### config.mk
export PLATFORM = sky130hd
export DESIGN_NAME = chargen_line_flat
export DESIGN_NICKNAME = d
export VERILOG_FILES = /design/src/rtl/chargen_line_if.sv /design/src/rtl/chargen_line.sv /design/src/flat_wrapper.sv
export SDC_FILE = /design/constraint.sdc
export NUM_CORES = 1
export LEC_CHECK = 0
export BUFFER_PORTS_ARGS = -buffer_cell sky130_fd_sc_hd__buf_2
export CAP_MARGIN = 20
export CORE_ASPECT_RATIO = 1.4
export CORE_UTILIZATION = 55
export CTS_CLUSTER_DIAMETER = 80
export DETAILED_ROUTE_END_ITERATION = 7
export PLACE_DENSITY = 0.79
export SYNTH_ARGS = -nofsm -noshare
export SYNTH_HDL_FRONTEND = slang
export SYNTH_SLANG_ARGS = --single-unit
export TNS_END_PERCENT = 20
### constraint.sdc
create_clock -name clk -period 6.55 [get_ports clk]
set_input_delay 0.655 -clock clk [delete_from_list [all_inputs] [get_ports clk]]
set_output_delay 0.655 -clock clk [all_outputs]
set_load 0.02 [all_outputs]
### src/rtl/chargen_line_if.sv
`default_nettype none
// ---------------------------------------------------------------------------
// chargen_line_if : strobe-style write link between chargen_line and a FIFO
// Revision: 1.0
// ---------------------------------------------------------------------------
interface chargen_line_if #(
  parameter int unsigned WIDTH = 8
);
  logic [WIDTH-1:0] port;
  logic             n_wr;
  logic             n_cs;

  modport master (output port, output n_wr, input n_cs);
  modport slave  (input port, input n_wr, output n_cs);
endinterface
`default_nettype wire

### src/rtl/chargen_line.sv
`default_nettype none
// ---------------------------------------------------------------------------
// chargen_line : printable-character stream source with optional CR/LF lines
// Revision: 1.0
// ---------------------------------------------------------------------------
module chargen_line #(
  parameter int unsigned WIDTH     = 8,
  parameter int unsigned FIRSTCHAR = 32'h20,
  parameter int unsigned LASTCHAR  = 32'h7E,
  parameter int unsigned LINELEN   = 72,
  parameter int unsigned EOL_EN    = 1
) (
  input  logic               clk,
  input  logic               rst,
  input  logic               en,
  input  logic [1:0]         mode,
  chargen_line_if.master     bus,
  output logic               line_done,
  output logic [31:0]        char_count
);

  localparam int unsigned    COL_W      = (LINELEN > 1) ? $clog2(LINELEN) : 1;
  localparam logic [COL_W-1:0] C_COL_LAST = COL_W'(LINELEN - 1);
  localparam logic [WIDTH-1:0] C_FIRST  = WIDTH'(FIRSTCHAR);
  localparam logic [WIDTH-1:0] C_LAST   = WIDTH'(LASTCHAR);
  localparam logic [WIDTH-1:0] C_CR     = WIDTH'(32'h0D);
  localparam logic [WIDTH-1:0] C_LF     = WIDTH'(32'h0A);

  typedef enum logic [1:0] {
    S_IDLE = 2'd0,
    S_CHAR = 2'd1,
    S_CR   = 2'd2,
    S_LF   = 2'd3
  } state_t;

  state_t           state_q, state_d;
  logic [WIDTH-1:0] cur_q, cur_d;
  logic [WIDTH-1:0] line_start_q, line_start_d;
  logic [COL_W-1:0] col_q, col_d;
  logic [1:0]       cur_mode_q, cur_mode_d;
  logic [31:0]      char_count_q, char_count_d;
  logic             line_done_q, line_done_d;

  logic             n_wr;
  logic             xfer;
  logic             desc;
  logic             rot;

  function automatic logic [WIDTH-1:0] inc_wrap(input logic [WIDTH-1:0] v);
    return (v == C_LAST) ? C_FIRST : v + WIDTH'(1);
  endfunction

  function automatic logic [WIDTH-1:0] dec_wrap(input logic [WIDTH-1:0] v);
    return (v == C_FIRST) ? C_LAST : v - WIDTH'(1);
  endfunction

  assign n_wr = (state_q == S_IDLE);
  assign xfer = ~n_wr & ~bus.n_cs;
  // Mode 11 falls through to ascending because only 01 and 10 are decoded.
  assign desc = (cur_mode_q == 2'b01);
  assign rot  = (cur_mode_q == 2'b10);

  always_comb begin
    state_d      = state_q;
    cur_d        = cur_q;
    line_start_d = line_start_q;
    col_d        = col_q;
    cur_mode_d   = cur_mode_q;
    char_count_d = char_count_q;
    line_done_d  = 1'b0;

    case (state_q)
      S_IDLE: begin
        if (en) begin
          cur_mode_d = mode;
          cur_d      = (mode == 2'b01) ? C_LAST : line_start_q;
          col_d      = '0;
          state_d    = S_CHAR;
        end
      end
      S_CHAR: begin
        if (xfer) begin
          char_count_d = char_count_q + 32'd1;
          cur_d        = desc ? dec_wrap(cur_q) : inc_wrap(cur_q);
          col_d        = col_q + COL_W'(1);
          if (col_q == C_COL_LAST) begin
            col_d = '0;
            if (rot) begin
              line_start_d = inc_wrap(line_start_q);
              cur_d        = inc_wrap(line_start_q);
            end
            if (EOL_EN != 0) begin
              state_d = S_CR;
            end else begin
              line_done_d = 1'b1;
              state_d     = en ? S_CHAR : S_IDLE;
            end
          end
        end
      end
      S_CR: begin
        if (xfer) begin
          char_count_d = char_count_q + 32'd1;
          state_d      = S_LF;
        end
      end
      S_LF: begin
        if (xfer) begin
          char_count_d = char_count_q + 32'd1;
          line_done_d  = 1'b1;
          state_d      = en ? S_CHAR : S_IDLE;
        end
      end
      default: state_d = S_IDLE;
    endcase
  end

  always_ff @(posedge clk) begin
    if (rst) begin
      state_q      <= S_IDLE;
      cur_q        <= C_FIRST;
      line_start_q <= C_FIRST;
      col_q        <= '0;
      cur_mode_q   <= 2'b00;
      char_count_q <= 32'd0;
      line_done_q  <= 1'b0;
    end else begin
      state_q      <= state_d;
      cur_q        <= cur_d;
      line_start_q <= line_start_d;
      col_q        <= col_d;
      cur_mode_q   <= cur_mode_d;
      char_count_q <= char_count_d;
      line_done_q  <= line_done_d;
    end
  end

  assign bus.n_wr   = n_wr;
  assign bus.port   = (state_q == S_CR) ? C_CR :
                      (state_q == S_LF) ? C_LF : cur_q;
  assign line_done  = line_done_q;
  assign char_count = char_count_q;

endmodule
`default_nettype wire
### src/flat_wrapper.sv
// flat-port wrapper written by rule: the top's interface ports become plain ports
module chargen_line_flat 
#(
  parameter int unsigned WIDTH     = 8,
  parameter int unsigned FIRSTCHAR = 32'h20,
  parameter int unsigned LASTCHAR  = 32'h7E,
  parameter int unsigned LINELEN   = 72,
  parameter int unsigned EOL_EN    = 1
)
  (clk, rst, en, mode, line_done, char_count, bus_port, bus_n_wr, bus_n_cs);
  chargen_line_if #(.WIDTH(WIDTH)) bus_i ();
  input  logic clk;
  input  logic rst;
  input  logic en;
  input  logic [1:0] mode;
  output logic line_done;
  output logic [31:0] char_count;
  output wire logic [$bits(bus_i.port)-1:0] bus_port;
  output wire logic [$bits(bus_i.n_wr)-1:0] bus_n_wr;
  input wire logic [$bits(bus_i.n_cs)-1:0] bus_n_cs;
  assign bus_port = bus_i.port;
  assign bus_n_wr = bus_i.n_wr;
  assign bus_i.n_cs = bus_n_cs;
  chargen_line #(.WIDTH(WIDTH), .FIRSTCHAR(FIRSTCHAR), .LASTCHAR(LASTCHAR), .LINELEN(LINELEN), .EOL_EN(EOL_EN)) u_core (.clk(clk), .rst(rst), .en(en), .mode(mode), .bus(bus_i), .line_done(line_done), .char_count(char_count));
endmodule
# ---- Word-level counts from Yosys, hierarchy flattened
# Cells that the tools add are included.
# W data, S select, Z words.
dict set report op_classes {
  order_cmp 0
  mux 24
  bitwise_logic 4
  n_reduce_logical 9
  multipliers 0
  div 0
  eq_ne 15
  addsub 5
  n_shift 0
}
# operator count
set ops {}
lappend ops {{$mux W8} 11}
lappend ops {{$add A32 B1 Y32 const B} 1}
lappend ops {{$mux W7} 3}
lappend ops {{$add A8 B1 Y8 const B} 2}
lappend ops {{$eq A8 B7 Y1 const B} 2}
lappend ops {{$pmux W8 S2} 1}
lappend ops {{$pmux W7 S2} 1}
lappend ops {{$mux W2} 5}
lappend ops {{$eq A8 B6 Y1 const B} 1}
lappend ops {{$ne A2 B1 Y1 const B} 4}
lappend ops {{$pmux W2 S4} 1}
lappend ops {{$sub A8 B1 Y8 const B} 1}
lappend ops {{$add A7 B1 Y7 const B} 1}
lappend ops {{$eq A7 B7 Y1 const B} 1}
lappend ops {{$eq A2 B1 Y1 const B} 3}
lappend ops {{$eq A2 B2 Y1 const B} 3}
lappend ops {{$reduce_and A5 Y1} 1}
lappend ops {{$reduce_and A2 Y1} 2}
lappend ops {{$reduce_and A4 Y1} 1}
lappend ops {{$not A1 Y1} 3}
lappend ops {{$reduce_and A3 Y1} 1}
lappend ops {{$reduce_or A3 Y1} 1}
lappend ops {{$logic_not A2 Y1} 1}
lappend ops {{$mux W1} 2}
lappend ops {{other kinds (4)} 4}
dict set report word_totals {
  latchBits 0
  mem_bits_rw 0
  in_bits 6
  wordCells 64
  register_bits 60
  out_inout_bits 42
  mem_count 0
  romBits 0
}

# ---- Depth between registers and ports, before layout
dict set report logic_depth {
  ltp_word 7
  ltp_mapped 9
  depth_no_buf 7
}

# ---- Worst setup path after synthesis
# No wires, ideal clock.
dict set report synth_path {
  path_type {register to register}
  start {register u_core.state_q[1]}
  end {register u_core.char_count_q[31], in the netlist u_core.char_count[31]}
  stages_incl_launch_ff 9
  n_path_buf 1
  required_ns 6.429
  t_arrival_ns 2.136
  setup_ns 0.121
  slack_ns 4.293
  synth_period_minus_slack_ns 2.257
  cell_sequence {dfxtp_1 > inv_1 > ha_1 > nor2_1 > and4_1 > clkbuf_1 > and4_1 > and3_1 > mux2_2}
}
dict set report synth_via {
  elab_chain_cells 4
  word_cells_on_any_way 8
  cone_classes {eq/ne (3); bitwise (2); reduce/logical (3)}
}
# item line
set synth_rtl {}
lappend synth_rtl {{start, declared} chargen_line.sv:36} ;# state_t state_q, state_d;
lappend synth_rtl {{start signal, assigned} chargen_line.sv:128} ;# state_q <= state_d;
lappend synth_rtl {{$logic_not A2 Y1} chargen_line.sv:57} ;# assign n_wr = (state_q == S_IDLE);
lappend synth_rtl {{named net bus_n_wr} flat_wrapper.sv:19} ;# output wire logic [$bits(bus_i.n_wr)-1:0] bus_n_wr;
lappend synth_rtl {{$not A1 Y1} chargen_line.sv:58} ;# assign xfer = ~n_wr & ~bus.n_cs;
lappend synth_rtl {{$and A1 B1 Y1} chargen_line.sv:58}
lappend synth_rtl {{$reduce_and A2 Y1 (no line)} --}
lappend synth_rtl {{end signal, assigned} chargen_line.sv:133} ;# char_count_q <= char_count_d;
lappend synth_rtl {{end, declared} chargen_line.sv:41} ;# logic [31:0] char_count_q, char_count_d;
# The timed path passes the listed nets, and every way through them passes these cells.
# A chain may end at the register's enable or synchronous reset.

# ---- Worst setup path in the final report
dict set report layout_path {
  start {register u_core.state_q[1]}
  end {register u_core.char_count_q[31], in the netlist u_core.char_count[31]}
}
dict set report layout_via {
  elab_chain_cells 4
  word_cells_on_any_way 8
  cone_classes {eq/ne (3); bitwise (2); reduce/logical (3)}
}
# item line
set layout_rtl {}
lappend layout_rtl {{$logic_not A2 Y1} chargen_line.sv:57}
lappend layout_rtl {{$not A1 Y1} chargen_line.sv:58}
lappend layout_rtl {{$and A1 B1 Y1} chargen_line.sv:58}
lappend layout_rtl {{$reduce_and A2 Y1 (no line) (*)} --}
# Every way passes the cells marked *; elsewhere a longest branch is shown, timed or not.

==> flow_summary.json <==
{
  "wire_per_inst_um": 16.3,
  "period_share": 0.461,
  "start_util": 0.577,
  "most-common-layout-cells": "dfxtp_1, nor2_1, buf_2",
  "coreArea_sq_mm": 0.00630,
  "worst_pin_slew_ns": 1.14,
  "synth_area_sq_mm": 0.00363,
  "area_delta_synth_final_pct": 13.0,
  "tns_ns": 0,
  "critPathSlowestCell": "nor2_1",
  "fin_util": 0.651,
  "cp_top_family": "simple AND/OR/NAND/NOR gates",
  "grt_max_degree": 54,
  "r2r_end": "u_core.char_count[31]",
  "placed_area_sq_mm": 0.00384,
  "skew_ns": 0.00504,
  "cp_cell_sequence": "inv_1 -> ha_1 -> nor2_1 -> and4_1 -> and4_1 -> and3_1 -> mux2_2",
  "hold_path_class": "flip-flop to flip-flop",
  "fmax_mhz": 331,
  "synthArstFlopShare": 0,
  "cp_data_arrival_time_ns": 3.25,
  "die_y_um": 98.1,
  "die_area_sq_mm": 0.00694,
  "final_nets": 514,
  "grt_usage": 0.274,
  "place_ws_ns": 3.59,
  "reg2reg_slack_ns": 3.53,
  "synth_ff_type": "dfxtp_1",
  "fin_crit_ns": 3.02,
  "synth_nets": 480,
  "grt_overflow_total": 0,
  "first_global_vias": 3277,
  "vias": 3586,
  "fillers": 554,
  "cts.sinks": 60,
  "drv_slew": 0,
  "synth_edf_count": 0,
  "ctsResizeCount": 0,
  "hold_viol_final": 0,
  "final_cells": 573,
  "clk_pin_slew_ns": 0.07,
  "violations": "DRC",
  "rsz0062_at_grt": "no",
  "wl_mm": 9.33,
  "routed_via_density": 6.26,
  "ant_nets": 0,
  "dr.pass1.iters": 7,
  "path_common_cell": "and4_1",
  "end_kind": "flip-flop",
  "crit_buf_inv": 1,
  "worst_slack_ns": 3.53,
  "r2r_cells": 7,
  "place_hpwl_mm": 6.49,
  "criticalPathCategory": "flip-flop to flip-flop",
  "max_slew_margin": 0.232,
  "synth-seq-cells": 60,
  "antenna_found_initial": 0,
  "hold_buffers": 0,
  "setup_viol": 0,
  "std_cell_rows": 34,
  "seq_area_sq_mm": 0.00120,
  "r2r_start": "u_core.state_q[1]",
  "yosysWarnings": 0,
  "ys_seq_area_frac": 0.331,
  "dieWidth_um": 70.7,
  "clockRootBuffer": "clkbuf_8",
  "clock_insertion_delay_worst_skew_ns": 0.34,
  "cpPeakStageDelay_ns": 0.61,
  "p_per_area_mw_per_mm2": 313,
  "start_kind": "flip-flop",
  "htreeDepth": 3,
  "cts.path.max_buffers": 2,
  "drc": 4,
  "cp.required_ns": 6.78,
  "antennaDiodeCount": 0,
  "irDropWorstVdd_mv": 0.214,
  "portBuffers": 47,
  "critical_path.max_fanout": 12,
  "ys_types": 57,
  "layout-drive-gt1-share": 0.138,
  "io_pins": 48,
  "critPathCapture": "u_core.char_count[31]",
  "p_leak_nw": 1.65,
  "holdCritStartpoint": "u_core.cur_mode_q[0]",
  "grt_pass1_wl_mm": 15.2,
  "crit_start": "u_core.state_q[1]",
  "design_area_sq_mm": 0.00410,
  "multiInputGateArea_sq_mm": 0.00226,
  "layout_commonest_cell": "dfxtp_1",
  "syn_avg_cell_area_sq_um": 7.86,
  "drtIter0Drc": 210,
  "place_congestion": 0.902,
  "status": "complete, but fails checks",
  "tritoncts": "done",
  "max-cap-violations": 0,
  "hold_depth": 2,
  "dpl.cell_count": 556,
  "postCtsSetupRepairBufs": 0,
  "numCtsBuffers": 9,
  "cp_num_cells": 7,
  "synth_cells": 462
}
area by class of cell:
class                      instances  share of cell area
sequential                        60               0.293
clock buffer                      12              0.0378
clock inverter                     4              0.0232
inverter                          14              0.0128
timing repair buffer              48              0.0592
tap                               72              0.0220
multi-input combinational        363               0.552
sequential cells by signal, summed over array words and instances, names as in the netlist:
signal	count
u_core.char_count	32
u_core.cur_q	8
u_core.line_start_q	8
u_core.col_q	7
u_core.cur_mode_q	2
u_core.state_q	2
u_core.line_done	1
stage by stage:
step	power, mW	hold WS [ns]
after global routing	1.35	0.517
final	1.28	0.492
after floorplan	0.758	0.453
after global placement	0.850	0.465
after detailed placement	0.857	0.478
after CTS	1.27	0.486
worst register-to-register path: cells and delay by family (launching register included):
kind                       cells  cell delay (ns)
buffers and inverters          1             0.14
muxes                          1             0.32
and+or+nand+nor                4             1.61
DFF                            1             0.48
adders and majority gates      1             0.36
logic make-up after synthesis:
group / count (synthesis) / synth area share
fa+ha+maj: 12 / 0.0413
buf+inv: 39 / 0.0455
compound gates: 89 / 0.150
mux: 7 / 0.0196
xor+xnor: 35 / 0.0844
flops: 60 / 0.331
simple gates: 220 / 0.329
synth_stat cells, types with 4 or more instances:
library cell | count | area share
a211oi_1 | 4 | 0.0083
a21oi_1 | 28 | 0.039
and2_1 | 7 | 0.012
and3_1 | 12 | 0.021
and4_1 | 10 | 0.024
buf_1 | 4 | 0.0041
buf_2 | 6 | 0.0083
clkbuf_1 | 13 | 0.013
dfxtp_1 | 60 | 0.33
ha_1 | 12 | 0.041
inv_1 | 14 | 0.014
mux2i_1 | 6 | 0.017
nand2_1 | 34 | 0.035
nand3_1 | 34 | 0.047
nand3b_1 | 5 | 0.010
nand4_1 | 17 | 0.029
nor2_1 | 55 | 0.057
nor2b_1 | 8 | 0.014
nor3_1 | 11 | 0.015
o211ai_1 | 5 | 0.010
o21ai_0 | 27 | 0.037
or3_1 | 5 | 0.0086
or4_1 | 6 | 0.012
xnor2_1 | 11 | 0.027
xor2_1 | 24 | 0.058
report_power, final:
part	internal, mW	switching [mW]	leakage (nW)
sequential	0.392	0.0530	0.485
clock	0.273	0.145	0.127
combinational	0.149	0.271	1.04
worst min path at each step:
stage,end
after global placement,u_core.cur_mode_q[1]
after detailed placement,u_core.cur_mode_q[0]
after floorplan,u_core.cur_mode_q[1]
after global routing,u_core.cur_mode_q[0]
final,u_core.cur_mode_q[0]
after CTS,u_core.cur_mode_q[0]
metal layers:
metal / up-vias / share of wire / routed length [um] / GRT usage
met4: 0 / 0.019 / 179 / 0.106
met2: 131 / 0.52 / 4890 / 0.506
met3: 20 / 0.054 / 505 / 0.0599
met5: - / 0 / 0 / 0
li1: 1736 / - / - / -
met1: 1699 / 0.40 / 3750 / 0.303
(Power assumes the default switching activity.)
